$ cat config.mk
export PLATFORM = sky130hd
export DESIGN_NAME = significand_divider
export DESIGN_NICKNAME = d
export VERILOG_FILES = /design/src/rtl/significand_divider.sv
export SDC_FILE = /design/constraint.sdc
export NUM_CORES = 1
export LEC_CHECK = 0
export BUFFER_PORTS_ARGS = -buffer_cell sky130_fd_sc_hd__buf_2
export CORE_MARGIN = 2
export CORE_UTILIZATION = 54
export DETAILED_ROUTE_END_ITERATION = 16
export PLACE_DENSITY_LB_ADDON = 0.08
export SLEW_MARGIN = 20
export SYNTH_ARGS = -nofsm -noshare
export SYNTH_HDL_FRONTEND = slang
export SYNTH_SLANG_ARGS = --single-unit
$ cat constraint.sdc
create_clock -name CLK -period 5.53 [get_ports CLK]
set_input_delay 1.3825 -clock CLK [delete_from_list [all_inputs] [get_ports CLK]]
set_output_delay 1.3825 -clock CLK [all_outputs]
set_load 0.02 [all_outputs]
$ cat src/rtl/significand_divider.sv
// significand_divider
// Sequential significand datapath for the single-precision divide path.
// Pre-normalises subnormal operands, produces a 26-bit quotient by
// restoring division (one bit per cycle), then normalises and rounds it
// to a 24-bit significand with the hidden bit at [23].
//
// Ports:
//   CLK, RST              clock (rising edge), async active-high reset
//   start                 request, sampled only while idle
//   Mx, My                dividend / divisor fractions (23 bits)
//   zero_Ex, zero_Ey      exponent-is-zero flags (hidden bit = ~flag)
//   R_mode                00 RNE, 01 RTZ, 10 toward +inf, 11 toward -inf
//   Sz                    result sign, used by directed rounding
//   busy                  high whenever not idle
//   done                  one-cycle pulse, results valid
//   Mz                    rounded significand
//   SHLx, SHLy            alignment left shifts of dividend / divisor
//   norm                  quotient < 1 (exponent unit subtracts one)
//   Overflow_after_round  rounding carried out of bit 23
//   inexact_flag          guard | sticky nonzero
//   div_by_zero           divisor significand was zero
module significand_divider (
  input  logic        CLK,
  input  logic        RST,
  input  logic        start,
  input  logic [22:0] Mx,
  input  logic [22:0] My,
  input  logic        zero_Ex,
  input  logic        zero_Ey,
  input  logic [1:0]  R_mode,
  input  logic        Sz,
  output logic        busy,
  output logic        done,
  output logic [23:0] Mz,
  output logic [4:0]  SHLx,
  output logic [4:0]  SHLy,
  output logic        norm,
  output logic        Overflow_after_round,
  output logic        inexact_flag,
  output logic        div_by_zero
);

  typedef enum logic [1:0] {IDLE, ALIGN, DIV, ROUND} state_t;

  state_t      state_q, state_d;
  logic [23:0] a_q, b_q;
  logic [24:0] r_q;
  logic [25:0] q_q;
  logic [4:0]  cnt_q, shlx_q, shly_q;
  logic [1:0]  rmode_q;
  logic        sz_q, special_q, dbzPend_q;

  logic        busy_q, done_q, norm_q, ovf_q, inexact_q, dbz_q;
  logic [23:0] mz_q;
  logic [4:0]  shlxOut_q, shlyOut_q;

  logic [23:0] aIn, bIn;
  logic [24:0] divisorExt, diff, rem;
  logic        ge;
  logic [23:0] m;
  logic        g, s, inc;
  logic [24:0] sum;

  assign aIn        = {~zero_Ex, Mx};
  assign bIn        = {~zero_Ey, My};
  assign divisorExt = {1'b0, b_q};
  assign ge         = (r_q >= divisorExt);
  assign diff       = r_q - divisorExt;
  assign rem        = ge ? diff : r_q;

  // State register
  always_ff @(posedge CLK or posedge RST) begin
    if (RST) state_q <= IDLE;
    else     state_q <= state_d;
  end

  // Next-state logic. Special operands (zero divisor or dividend) take one
  // pass-through cycle in ALIGN so that their done lands two cycles after
  // start; their A/B are never shifted.
  always_comb begin
    state_d = state_q;
    case (state_q)
      IDLE:  if (start) state_d = ALIGN;
      ALIGN: begin
        if (special_q)               state_d = ROUND;
        else if (a_q[23] && b_q[23]) state_d = DIV;
      end
      DIV:   if (cnt_q == 5'd0) state_d = ROUND;
      ROUND: state_d = IDLE;
      default: state_d = IDLE;
    endcase
  end

  // Rounding of the finished quotient. When q[25] is clear the quotient
  // is below one and everything is taken one bit lower.
  always_comb begin
    m   = q_q[25:2];
    g   = q_q[1];
    s   = q_q[0] | (r_q != 25'd0);
    inc = 1'b0;
    if (!q_q[25]) begin
      m = q_q[24:1];
      g = q_q[0];
      s = (r_q != 25'd0);
    end
    case (rmode_q)
      2'b00: inc = g & (s | m[0]);
      2'b01: inc = 1'b0;
      2'b10: inc = ~sz_q & (g | s);
      2'b11: inc = sz_q & (g | s);
      default: inc = 1'b0;
    endcase
    sum = {1'b0, m} + {24'd0, inc};
  end

  // Datapath: operand capture, alignment shifts and the restoring
  // divide loop. The remainder never exceeds 2B, so 25 bits suffice.
  always_ff @(posedge CLK or posedge RST) begin
    if (RST) begin
      a_q       <= '0;
      b_q       <= '0;
      r_q       <= '0;
      q_q       <= '0;
      cnt_q     <= '0;
      shlx_q    <= '0;
      shly_q    <= '0;
      rmode_q   <= '0;
      sz_q      <= 1'b0;
      special_q <= 1'b0;
      dbzPend_q <= 1'b0;
    end else begin
      case (state_q)
        IDLE: if (start) begin
          a_q       <= aIn;
          b_q       <= bIn;
          rmode_q   <= R_mode;
          sz_q      <= Sz;
          shlx_q    <= '0;
          shly_q    <= '0;
          dbzPend_q <= (bIn == 24'd0);
          special_q <= (bIn == 24'd0) || (aIn == 24'd0);
        end
        ALIGN: if (!special_q) begin
          if (a_q[23] && b_q[23]) begin
            r_q   <= {1'b0, a_q};
            q_q   <= '0;
            cnt_q <= 5'd25;
          end else begin
            if (!a_q[23]) begin
              a_q    <= a_q << 1;
              shlx_q <= shlx_q + 5'd1;
            end
            if (!b_q[23]) begin
              b_q    <= b_q << 1;
              shly_q <= shly_q + 5'd1;
            end
          end
        end
        DIV: begin
          q_q   <= {q_q[24:0], ge};
          r_q   <= rem << 1;
          cnt_q <= cnt_q - 5'd1;
        end
        default: ;
      endcase
    end
  end

  // Output registers: results are captured on the ROUND->IDLE edge and
  // then held until a later operation completes.
  always_ff @(posedge CLK or posedge RST) begin
    if (RST) begin
      busy_q    <= 1'b0;
      done_q    <= 1'b0;
      mz_q      <= '0;
      shlxOut_q <= '0;
      shlyOut_q <= '0;
      norm_q    <= 1'b0;
      ovf_q     <= 1'b0;
      inexact_q <= 1'b0;
      dbz_q     <= 1'b0;
    end else begin
      busy_q <= (state_d != IDLE);
      done_q <= (state_q == ROUND);
      if (state_q == ROUND) begin
        shlxOut_q <= shlx_q;
        shlyOut_q <= shly_q;
        dbz_q     <= dbzPend_q;
        if (special_q) begin
          mz_q      <= '0;
          norm_q    <= 1'b0;
          ovf_q     <= 1'b0;
          inexact_q <= 1'b0;
        end else begin
          mz_q      <= sum[24] ? 24'h800000 : sum[23:0];
          norm_q    <= ~q_q[25];
          ovf_q     <= sum[24];
          inexact_q <= g | s;
        end
      end
    end
  end

  assign busy                 = busy_q;
  assign done                 = done_q;
  assign Mz                   = mz_q;
  assign SHLx                 = shlxOut_q;
  assign SHLy                 = shlyOut_q;
  assign norm                 = norm_q;
  assign Overflow_after_round = ovf_q;
  assign inexact_flag         = inexact_q;
  assign div_by_zero          = dbz_q;

endmodule

; ---- Word level (Yosys, flattened, before mapping)
; Cells that the tools add are included.
[word_totals]
register_bits = 161
latchBits = 0
output_inout_bits = 40
elab_cells = 110
inputBits = 54
mem_bits_rw = 0
memories = 0
romBits = 0
[classes]
shifts = 0
n_bitwise = 10
eq_ne = 12
add_sub_neg = 5
div = 0
mul = 0
reduce_logical = 16
magnitude_cmp = 1
muxes = 43
[ops]
columns = op, n
row1 = $mux 24, 12
row2 = $pmux 24 s2, 2
row3 = $mux 26, 2
row4 = $pmux 26 s2, 1
row5 = $mux 25, 2
row6 = $pmux 25 s2, 1
row7 = $logic_not 24->1, 2
row8 = $mux 5, 9
row9 = $pmux 5 s2, 3
row10 = $add 24x1->25, 1
row11 = $ge 25x24->1, 1
row12 = $reduce_bool 25->1, 1
row13 = $sub 24x24->24, 1
row14 = $ne 2x2->1 const B, 6
row15 = $add 5x1->5 const B, 2
row16 = $reduce_and 5->1, 2
row17 = $eq 2x2->1 const B, 4
row18 = $mux 2, 4
row19 = $pmux 2 s4, 1
row20 = $reduce_bool 2->1, 3
row21 = $logic_not 5->1, 1
row22 = $mux 1, 5
row23 = $sub 5x1->5 const B, 1
row24 = $eq 2x1->1 const B, 2
row25 = 10 further kinds, 18

; ---- Longest topological paths before layout
; Gate-level depths: netlist (run 1).
[depth]
depth_word = 9
ltp_mapped = 19
depth_no_buf = 16

; ---- Worst setup path after synthesis (run 1)
; OpenSTA, ideal clock, no wires.
[synth_path]
path_type = register to register
startpoint = reg q_q[25]
endpoint = reg mz_q[10] (netlist: Mz[10])
arrival_ns = 3.763
period_less_slack_ns = 3.885
required_time_ns = 5.408
path_stages_with_launch = 20
setup_slack_ns = 1.645
path_cell_list = dfrtp_1 -> buf_6 -> clkbuf_1 -> a211oi_1 -> nand4_1 -> nor3_1 -> o21ba_2 -> nor3_1 -> ha_1 -> ha_1 -> nand3_1 -> or4b_4 -> nor2_4 -> nand4_4 -> nor3_2 -> nand2_2 -> and2_4 -> buf_6 -> buf_8 -> a32o_1
[synth_between]
elab_chain_len = 7
elab_cells_between_ends = 12
classes_between = 1 x add/sub / 6 x mux / 5 x bitwise
[synth_rtl]
columns = item, line_no
row1 = from (decl), 48  ; logic [25:0] q_q;
row2 = from (signal assigned), 160  ; q_q <= {q_q[24:0], ge};
row3 = $mux 1 or $mux 24 (tied branches), 101  ; if (!q_q[25]) begin
row4 = "$or 1x1->1, on equally long branches", "109, 110, 107"
row5 = "$and 1x1->1, on equally long branches", "110, 107, 109"
row6 = $pmux 1 s4, 106  ; case (rmode_q)
row7 = $add 24x1->25 *, 113  ; sum = {1'b0, m} + {24'd0, inc};
row8 = $mux 24 *, 195  ; mz_q <= sum[24] ? 24'h800000 : sum[23:0];
row9 = $mux 24 *, 189  ; if (special_q) begin
row10 = to (signal assigned), 195
row11 = to (decl), 54  ; logic [23:0] mz_q;
; Every way passes the cells marked *; elsewhere a longest branch is shown, timed or not.
; A chain may end at the register's enable or synchronous reset.

; ---- Final worst setup path (run 1)
; Ends and elaborated chain as after synthesis.

==> flow_summary.rst, run 1 <==
.. list-table::
   :header-rows: 1

   * - Metric
     - Value
   * - Effective utilization at floorplan
     - ~55%
   * - Num rows
     - 48
   * - Worst setup skew after layout
     - roughly 0.015 ns
   * - Filler cell count in the final layout
     - about 1500
   * - Core ar.
     - 17360 um^2
   * - Min-Delay Path Depth
     - 2
   * - Antenna violations before repair
     - 0
   * - Die height
     - 137.3 um
   * - Largest net degree at the start of global routing
     - 65
   * - Portion of synthesized cell area occupied by the leading cell type
     - between 40 and 50%
   * - Total overflow reported by the global router
     - 0
   * - Final count of pins violating max slew
     - 0
   * - Category of the worst setup path launch point
     - register
   * - Final ANT Viol Nets
     - 0
   * - Tcrit/Tclk final
     - 65.59%
   * - GPL Wtd Cong
     - approximately 0.95
   * - Cell breakdown of the critical path
     - mux2_2, nor3_1, o21ba_2, nor3_1, ha_1, ha_1, nand3_1, or4b_4, nor2_4, nand4_4, nor3_2, nand2_2, and2_4, a32o_1
   * - Data required time of the worst path
     - roughly 6 ns
   * - Mean post-synth cell area
     - 9.187 um^2
   * - Largest cells by area after synthesis
     - dfrtp_1 42%, a21oi_1 5.0%, ha_1 3.8%
   * - Status
     - complete, no violations
   * - # setup viols final
     - 0
   * - RSZ-0062 raised after global routing
     - false
   * - Gate count after technology mapping
     - around 1000
   * - Final standard cell area without fillers
     - between 10000 and 15000 um^2
   * - Synth top cells by count
     - 161 x dfrtp_1, 96 x a21oi_1, 95 x nand2_1, 69 x o21ai_0, 68 x nor2_1
   * - Number of hold violations in the final report
     - 0
   * - LEAKAGE
     - roughly 4.8 nW
   * - Synthesized Nets
     - between 1000 and 1500
   * - Number of flops mapped to enable cells by yosys
     - 0
   * - Dpl hpwl
     - about 17000 um
   * - Post-cts hold buffer count
     - 0
   * - Io pins
     - 94
   * - Critical setup path kind
     - reg2reg
   * - Antenna fix cells
     - 0
   * - Sequential standard cell area
     - ~4000 um^2
   * - Sw Ratio
     - a little under half
   * - Layout cells sized above 1
     - roughly 17%
   * - Fraction of registers with async set/reset
     - between 90% and 100%
   * - Via count of the first global-routing pass
     - between 7000 and 8000
   * - Largest area contributor in the synthesized netlist
     - dfrtp_1
   * - 1st-pass router iterations
     - 5
   * - Overall die width
     - 137.3 um
   * - Shortest period the worst path allows
     - 3.627 ns
   * - Number of violations reported at the end of detailed-routing iteration 0
     - around 630
   * - Number of buffers on the longest clock path
     - 2
   * - Reg-to-reg critical path endpoint
     - Mz[10]$_DFFE_PP0P_
   * - Register share of total power
     - a little under a third
   * - Setup slack on the worst flop-to-flop path
     - ~1.9 ns
   * - Sum Neg Setup Slack
     - 0 ns
   * - Quantity of I/O buffers inserted on ports
     - 93
   * - Critical path arrival
     - 3.94 ns
   * - Launching point of the worst reg2reg path
     - q_q[25]$_DFFE_PP0P_
   * - Critical path's slowest cell
     - or4b_4
   * - CP max FO
     - 23
   * - Int Pwr
     - roughly 3.6 mW
   * - Synthesis warning total
     - 0
   * - Synth cell types
     - 80
   * - Area of placed instances
     - about 10000 um^2
   * - Number of vias per cell after detailed routing
     - around 6.0
   * - Hold WC Path Type
     - reg2reg
   * - Combinational share of power
     - ~52%
   * - Worst Hold Endpoint
     - norm$_DFFE_PP0P_
   * - Setup fix buffers added after clock tree synthesis
     - 0
   * - Placed instance count
     - around 1300
   * - Worst vdd rail ir drop
     - 466.8 uV
   * - CTS tree
     - yes
   * - Cell with the most instances after synthesis
     - dfrtp_1
   * - Max-slew headroom at the worst pin
     - 35.21%
   * - Sequential cell area fraction in the yosys report
     - ~42%
   * - Number of instances resized during post-cts repair
     - 0
   * - PD cells
     - roughly 620 nW/um^2
   * - Total of max-cap violations
     - 0
   * - Deepest level of the CTS H-tree
     - 4
   * - Post-detailed-route wirelength per cell
     - 18.18 um
   * - Library cell used as clock root buffer
     - clkbuf_16
   * - Worst hold start
     - norm$_DFFE_PP0P_
   * - Clock network fraction of design power
     - between 10% and 20%
   * - Synthesis-to-finish area growth
     - 10.28%
   * - Detailed-route via count
     - between 8000 and 9000
   * - Layout net count
     - ~1200
   * - Worst skew pair latency
     - 0.44 ns
   * - Commonest register cell after synthesis
     - dfrtp_1
   * - Switching pwr
     - approximately 3 mW
   * - Slew at the pin closest to its max-slew limit
     - around 0.97 ns
   * - Max Clk Rate
     - between 200 and 300 MHz
   * - Layout Cells excl Fill
     - about 1300
   * - Die area
     - approximately 19000 um^2
   * - Count of cells along the worst register-to-register path
     - 14
   * - Type of destination of the critical path
     - register
   * - Remaining routing DRC violations
     - 0
   * - Final Routed Wirelength
     - about 24000 um
   * - Multi-input logic area
     - around 5000 um^2
   * - Clock sink count
     - around 160
   * - Total standard cell area after synthesis
     - about 9600 um^2
   * - Number of buffers created by CTS
     - 17
   * - FF+latch count, synth
     - about 160
   * - Global-route wire length before repair
     - between 30000 and 40000 um
   * - Delay of the slowest cell on the worst path
     - around 0.55 ns
   * - Total track usage
     - between 20% and 30%
   * - Clock edge transition at the registers on the reported setup and hold paths
     - approximately 0.07 ns
placed cells by master, fill, tap and decap left out, types with 4 or more instances in the layout:
| cell type | netlist | routed |
|---|---|---|
| buf_4 | 0 | 12 |
| nor2_1 | 68 | 68 |
| a221o_1 | 22 | 22 |
| mux2i_1 | 15 | 15 |
| nand2_1 | 95 | 95 |
| dfrtp_1 | 161 | 160 |
| nand4_1 | 11 | 11 |
| a31oi_1 | 13 | 13 |
| a211oi_1 | 8 | 8 |
| inv_6 | 0 | 5 |
| a21o_1 | 17 | 17 |
| nor2b_1 | 14 | 13 |
| mux2_2 | 21 | 21 |
| nor3_1 | 38 | 35 |
| a32o_1 | 5 | 5 |
| o211ai_1 | 5 | 5 |
| nor3_2 | 1 | 4 |
| nor3b_1 | 25 | 25 |
| and3_1 | 10 | 10 |
| xnor2_1 | 16 | 16 |
| nand3_1 | 24 | 24 |
| a21oi_1 | 96 | 95 |
| buf_2 | 4 | 93 |
| a22oi_1 | 14 | 14 |
| nand2b_1 | 11 | 10 |
| clkinvlp_4 | 0 | 7 |
| xor2_1 | 21 | 21 |
| o21ai_0 | 69 | 69 |
| a22o_1 | 22 | 22 |
| o31ai_1 | 11 | 11 |
| nor4_1 | 18 | 18 |
| o31a_1 | 4 | 4 |
| inv_1 | 41 | 40 |
| o21a_1 | 4 | 4 |
| ha_1 | 29 | 29 |
| clkbuf_16 | 0 | 17 |
power groups by stage:
| stage | clock [mW] | sequential [mW] | combinational, mW |
|---|---|---|---|
| floorplan | 0 | 1.91 | 2.65 |
| global placement | 0 | 2.05 | 3.35 |
| detailed placement | 0 | 2.06 | 3.35 |
| CTS | 1.16 | 2.04 | 3.38 |
| global route | 1.21 | 2.10 | 3.77 |
| finish | 1.14 | 2.04 | 3.39 |
flip-flops by register name (all words and copies together), names as in the netlist, 24 cells and up:
name	count
q_q	26
r_q	25
Mz	24
a_q	24
b_q	24
cells by family after synthesis:
| kind of cell | count (synthesis) | synth area share, % |
|---|---|---|
| fa+ha+maj | 30 | 3.992 |
| compound gates | 316 | 21.73 |
| simple gates | 343 | 18.60 |
| mux | 36 | 4.031 |
| xor+xnor | 37 | 3.379 |
| flops | 161 | 42.00 |
| buf+inv | 121 | 6.261 |
per-layer routing:
| layer | vias to the layer above | GRT usage (%) | share of wire (%) |
|---|---|---|---|
| met1 | 3879 | 35.04 | 44 |
| li1 | 3911 | - | - |
| met4 | 0 | 12.08 | 3.7 |
| met3 | 48 | 4.194 | 3.3 |
| met2 | 176 | 44.58 | 49 |
| met5 | - | 0 | 0 |
how the worst max path moves through the flow:
stage | endpoint | cells after the start | startpoint | slack (ns)
6_report | Mz[10]$_DFFE_PP0P_ | 14 | q_q[25]$_DFFE_PP0P_ | 1.90
5_1_grt | Mz[22]$_DFFE_PP0P_ | 15 | q_q[25]$_DFFE_PP0P_ | 1.59
4_1_cts | Mz[10]$_DFFE_PP0P_ | 14 | q_q[25]$_DFFE_PP0P_ | 1.89
3_5_place_dp | Mz[10]$_DFFE_PP0P_ | 14 | q_q[25]$_DFFE_PP0P_ | 1.89
3_3_place_gp | Mz[10]$_DFFE_PP0P_ | 14 | q_q[25]$_DFFE_PP0P_ | 2.00
2_1_floorplan | Mz[10]$_DFFE_PP0P_ | 19 | q_q[25]$_DFFE_PP0P_ | 1.64
stage by stage:
| step | hold slack [ns] | power (mW) | worst slack [ns] | utilization (%) |
|---|---|---|---|---|
| after floorplan | 0.4691 | 4.560 | 1.645 | - |
| after global placement | 0.4605 | 5.394 | 1.999 | 57.72 |
| after detailed placement | 0.4604 | 5.406 | 1.894 | 57.72 |
| after CTS | 0.4746 | 6.579 | 1.895 | 60.94 |
| after global routing | 0.5120 | 7.084 | 1.589 | 60.94 |
| final | 0.4720 | 6.576 | 1.903 | 60.94 |
final cells by class:
type                       instances  share of cell area [%]
multi-input combinational        762                   47.21
sequential                       161                   38.10
timing repair buffer             105                   5.252
clock buffer                      18                   4.152
tap                              225                   2.661
inverter                          41                   1.490
clock inverter                    14                   1.136
critical path, delay by kind of cell (launching register included):
kind | cells | cell delay, ns
fa+ha+maj | 2 | 0.41
compound gates | 2 | 0.43
simple gates | 9 | 1.95
mux | 1 | 0.26
flops | 1 | 0.45
Note: power is estimated with default switching activity, not from simulation.
==> inputs of run 2 (changes only) <==
CORE_UTILIZATION = 60   (was 54)
clock period = 3.7 ns   (was 5.53 ns; I/O delays follow)
==> flow_summary.rst, run 2 (synthesis gave the netlist of run 1 again) <==
.. list-table::
   :header-rows: 1

   * - Metric
     - Value
   * - Number of hold violations in the final report
     - 0
   * - Sw Ratio
     - between 40% and 50%
   * - Clock edge transition at the registers on the reported setup and hold paths
     - about 0.07 ns
   * - Clock network fraction of design power
     - roughly a fifth
   * - # setup viols final
     - 0
   * - CTS tree
     - yes
   * - Highest-count cells in the layout ignoring fill and taps
     - 160 x dfrtp_1, 95 x nand2_1, 95 x a21oi_1
   * - 1st-pass router iterations
     - 5
   * - Number of violations reported at the end of detailed-routing iteration 0
     - approximately 610
   * - Register share of total power
     - between 30% and 40%
   * - Max-slew headroom at the worst pin
     - slightly below 40%
   * - Biggest registers after layout
     - q_q: 26 flops, r_q: 25 flops
   * - Final ANT Viol Nets
     - 0
   * - Library cell used as clock root buffer
     - clkbuf_16
   * - Num rows
     - 46
   * - PD cells
     - 937.9 nW/um^2
   * - Data required time of the worst path
     - between 4 and 5 ns
   * - LEAKAGE
     - just under 5 nW
   * - Global-route wire length before repair
     - about 40000 um
   * - Fin Hold WS
     - 0.4712 ns
   * - Largest net degree at the start of global routing
     - approximately 130
   * - Hold WC Path Type
     - reg2reg
   * - Combinational share of power
     - roughly half
   * - Die area
     - between 15000 and 20000 um^2
   * - Synthesis-to-finish area growth
     - 11.61%
   * - Number of flip-flops under the largest register name
     - 26
   * - Shortest period the worst path allows
     - approximately 3.5 ns
   * - Dpl hpwl
     - approximately 17000 um
   * - Critical path arrival
     - 3.83 ns
   * - Die height
     - approximately 130 um
   * - Detailed-route via count
     - between 8000 and 9000
   * - Placed instance count
     - between 1000 and 1500
   * - Via count of the first global-routing pass
     - 7681
   * - Tcrit/Tclk final
     - between 90 and 100%
   * - Worst skew pair latency
     - about 0.44 ns
   * - Status
     - complete, no violations
   * - Overall die width
     - ~130 um
   * - Int Pwr
     - 5.610 mW
   * - Worst vdd rail ir drop
     - roughly 650 uV
   * - Critical setup path kind
     - reg2reg
   * - Clock sink count
     - approximately 160
   * - Max Clk Rate
     - approximately 290 MHz
   * - Number of vias per cell after detailed routing
     - between 6 and 7
   * - Category of the worst setup path launch point
     - register
   * - Total track usage
     - slightly below 30%
   * - Post-detailed-route wirelength per cell
     - between 15 and 20 um
   * - Final Power
     - about 10 mW
   * - Remaining routing DRC violations
     - 0
   * - Most common cell after layout, fill and taps aside
     - dfrtp_1
   * - Antenna fix cells
     - 0
   * - Effective utilization at floorplan
     - between 60% and 70%
   * - Io pins
     - between 90 and 100
   * - CP max FO
     - 23
   * - Deepest level of the CTS H-tree
     - 4
   * - Layout Cells excl Fill
     - ~1300
   * - Total of max-cap violations
     - 0
   * - Slew at the pin closest to its max-slew limit
     - 0.9191 ns
   * - Most flops, register
     - q_q
   * - RSZ-0062 raised after global routing
     - false
   * - Switching pwr
     - ~4.4 mW
   * - Layout net count
     - 1179
   * - Antenna violations before repair
     - 0
   * - Number of buffers on the longest clock path
     - 2
   * - Total overflow reported by the global router
     - 0
   * - Number of buffers created by CTS
     - 17
   * - Final Routed Wirelength
     - 23710 um
   * - Worst setup skew after layout
     - between 0.008 and 0.009 ns
   * - Type of destination of the critical path
     - register
   * - Final count of pins violating max slew
     - 0
   * - Post-cts hold buffer count
     - 0
   * - Sum Neg Setup Slack
     - 0 ns
   * - Layout cells sized above 1
     - 17.51%
   * - Setup fix buffers added after clock tree synthesis
     - 0
   * - Core ar.
     - 15770 um^2
   * - Quantity of I/O buffers inserted on ports
     - 93
   * - GPL Wtd Cong
     - between 0.9 and 1
-- run 2: timing repair --
action                     4_1_cts  5_1_grt
hold endpoints to repair         0        0
gates resized for setup          0        1
setup endpoints to repair        0        1
-- run 2: path summary, 6_finish.rpt --
check                                    startpoint  cells after the start                  end  slack [ns]
max in group asynchronous                       RST                      3  q_q[25]$_DFFE_PP0P_        2.44
worst min register to register     norm$_DFFE_PP0P_                      2     norm$_DFFE_PP0P_        0.47
min in group asynchronous                       RST                      3  SHLx[3]$_DFFE_PP0P_        0.62
worst max register to register  q_q[25]$_DFFE_PP0P_                     14   Mz[10]$_DFFE_PP0P_        0.19
worst min-delay path               norm$_DFFE_PP0P_                      2     norm$_DFFE_PP0P_        0.47
worst max-delay path            q_q[25]$_DFFE_PP0P_                     14   Mz[10]$_DFFE_PP0P_        0.19
-- run 2: worst max-delay path, stage by stage, from the launching register on --
cell and delay [ns]:
dfrtp_2 0.44, mux2_2 0.26, nor3_1 0.05, o21ba_2 0.19
nor3_1 0.21, ha_1 0.20, ha_1 0.21, nand3_1 0.13
or4b_4 0.55, nor2_4 0.17, nand4_4 0.14, nor3_4 0.26
nand2_2 0.10, and2_4 0.24, a32o_1 0.24
-- run 2: power by group through the flow --
stage                     registers (mW)  logic [mW]  clock network, mW
after floorplan                     2.85        3.96                  0
final                               3.07        5.11               1.86
after global routing                3.16        5.69               1.97
after global placement              3.06        4.96                  0
after CTS                           3.05        5.06               1.88
after detailed placement            3.08        5.03                  0
-- run 2: stage by stage --
stage / setup slack (ns) / cell area, um^2 / util, %
2_1_floorplan: 0.05463 / 9603 / -
3_3_place_gp: 0.2918 / 10080 / 63.91
3_5_place_dp: 0.2160 / 10080 / 63.91
4_1_cts: 0.1946 / 10700 / 67.83
5_1_grt: 0.008813 / 10710 / 67.88
6_report: 0.1948 / 10710 / 67.88
-- run 2: cell type report --
type	count	area [um^2]
clock inverter	13	185.2
inverter	41	157.7
timing repair buffer	112	620.6
clock buffer	19	432.9
tap	216	270.3
fill	1326	5065
sequential	161	4030
multi-input combinational	762	5009
-- run 2: routing by layer --
layer | up-vias | track usage, % | wire [um]
li1 | 3909 | - | -
met1 | 3863 | 37.85 | 10080
met2 | 253 | 49.98 | 11640
met3 | 57 | 4.031 | 1013
met4 | 0 | 13.64 | 973
met5 | - | 0 | 0
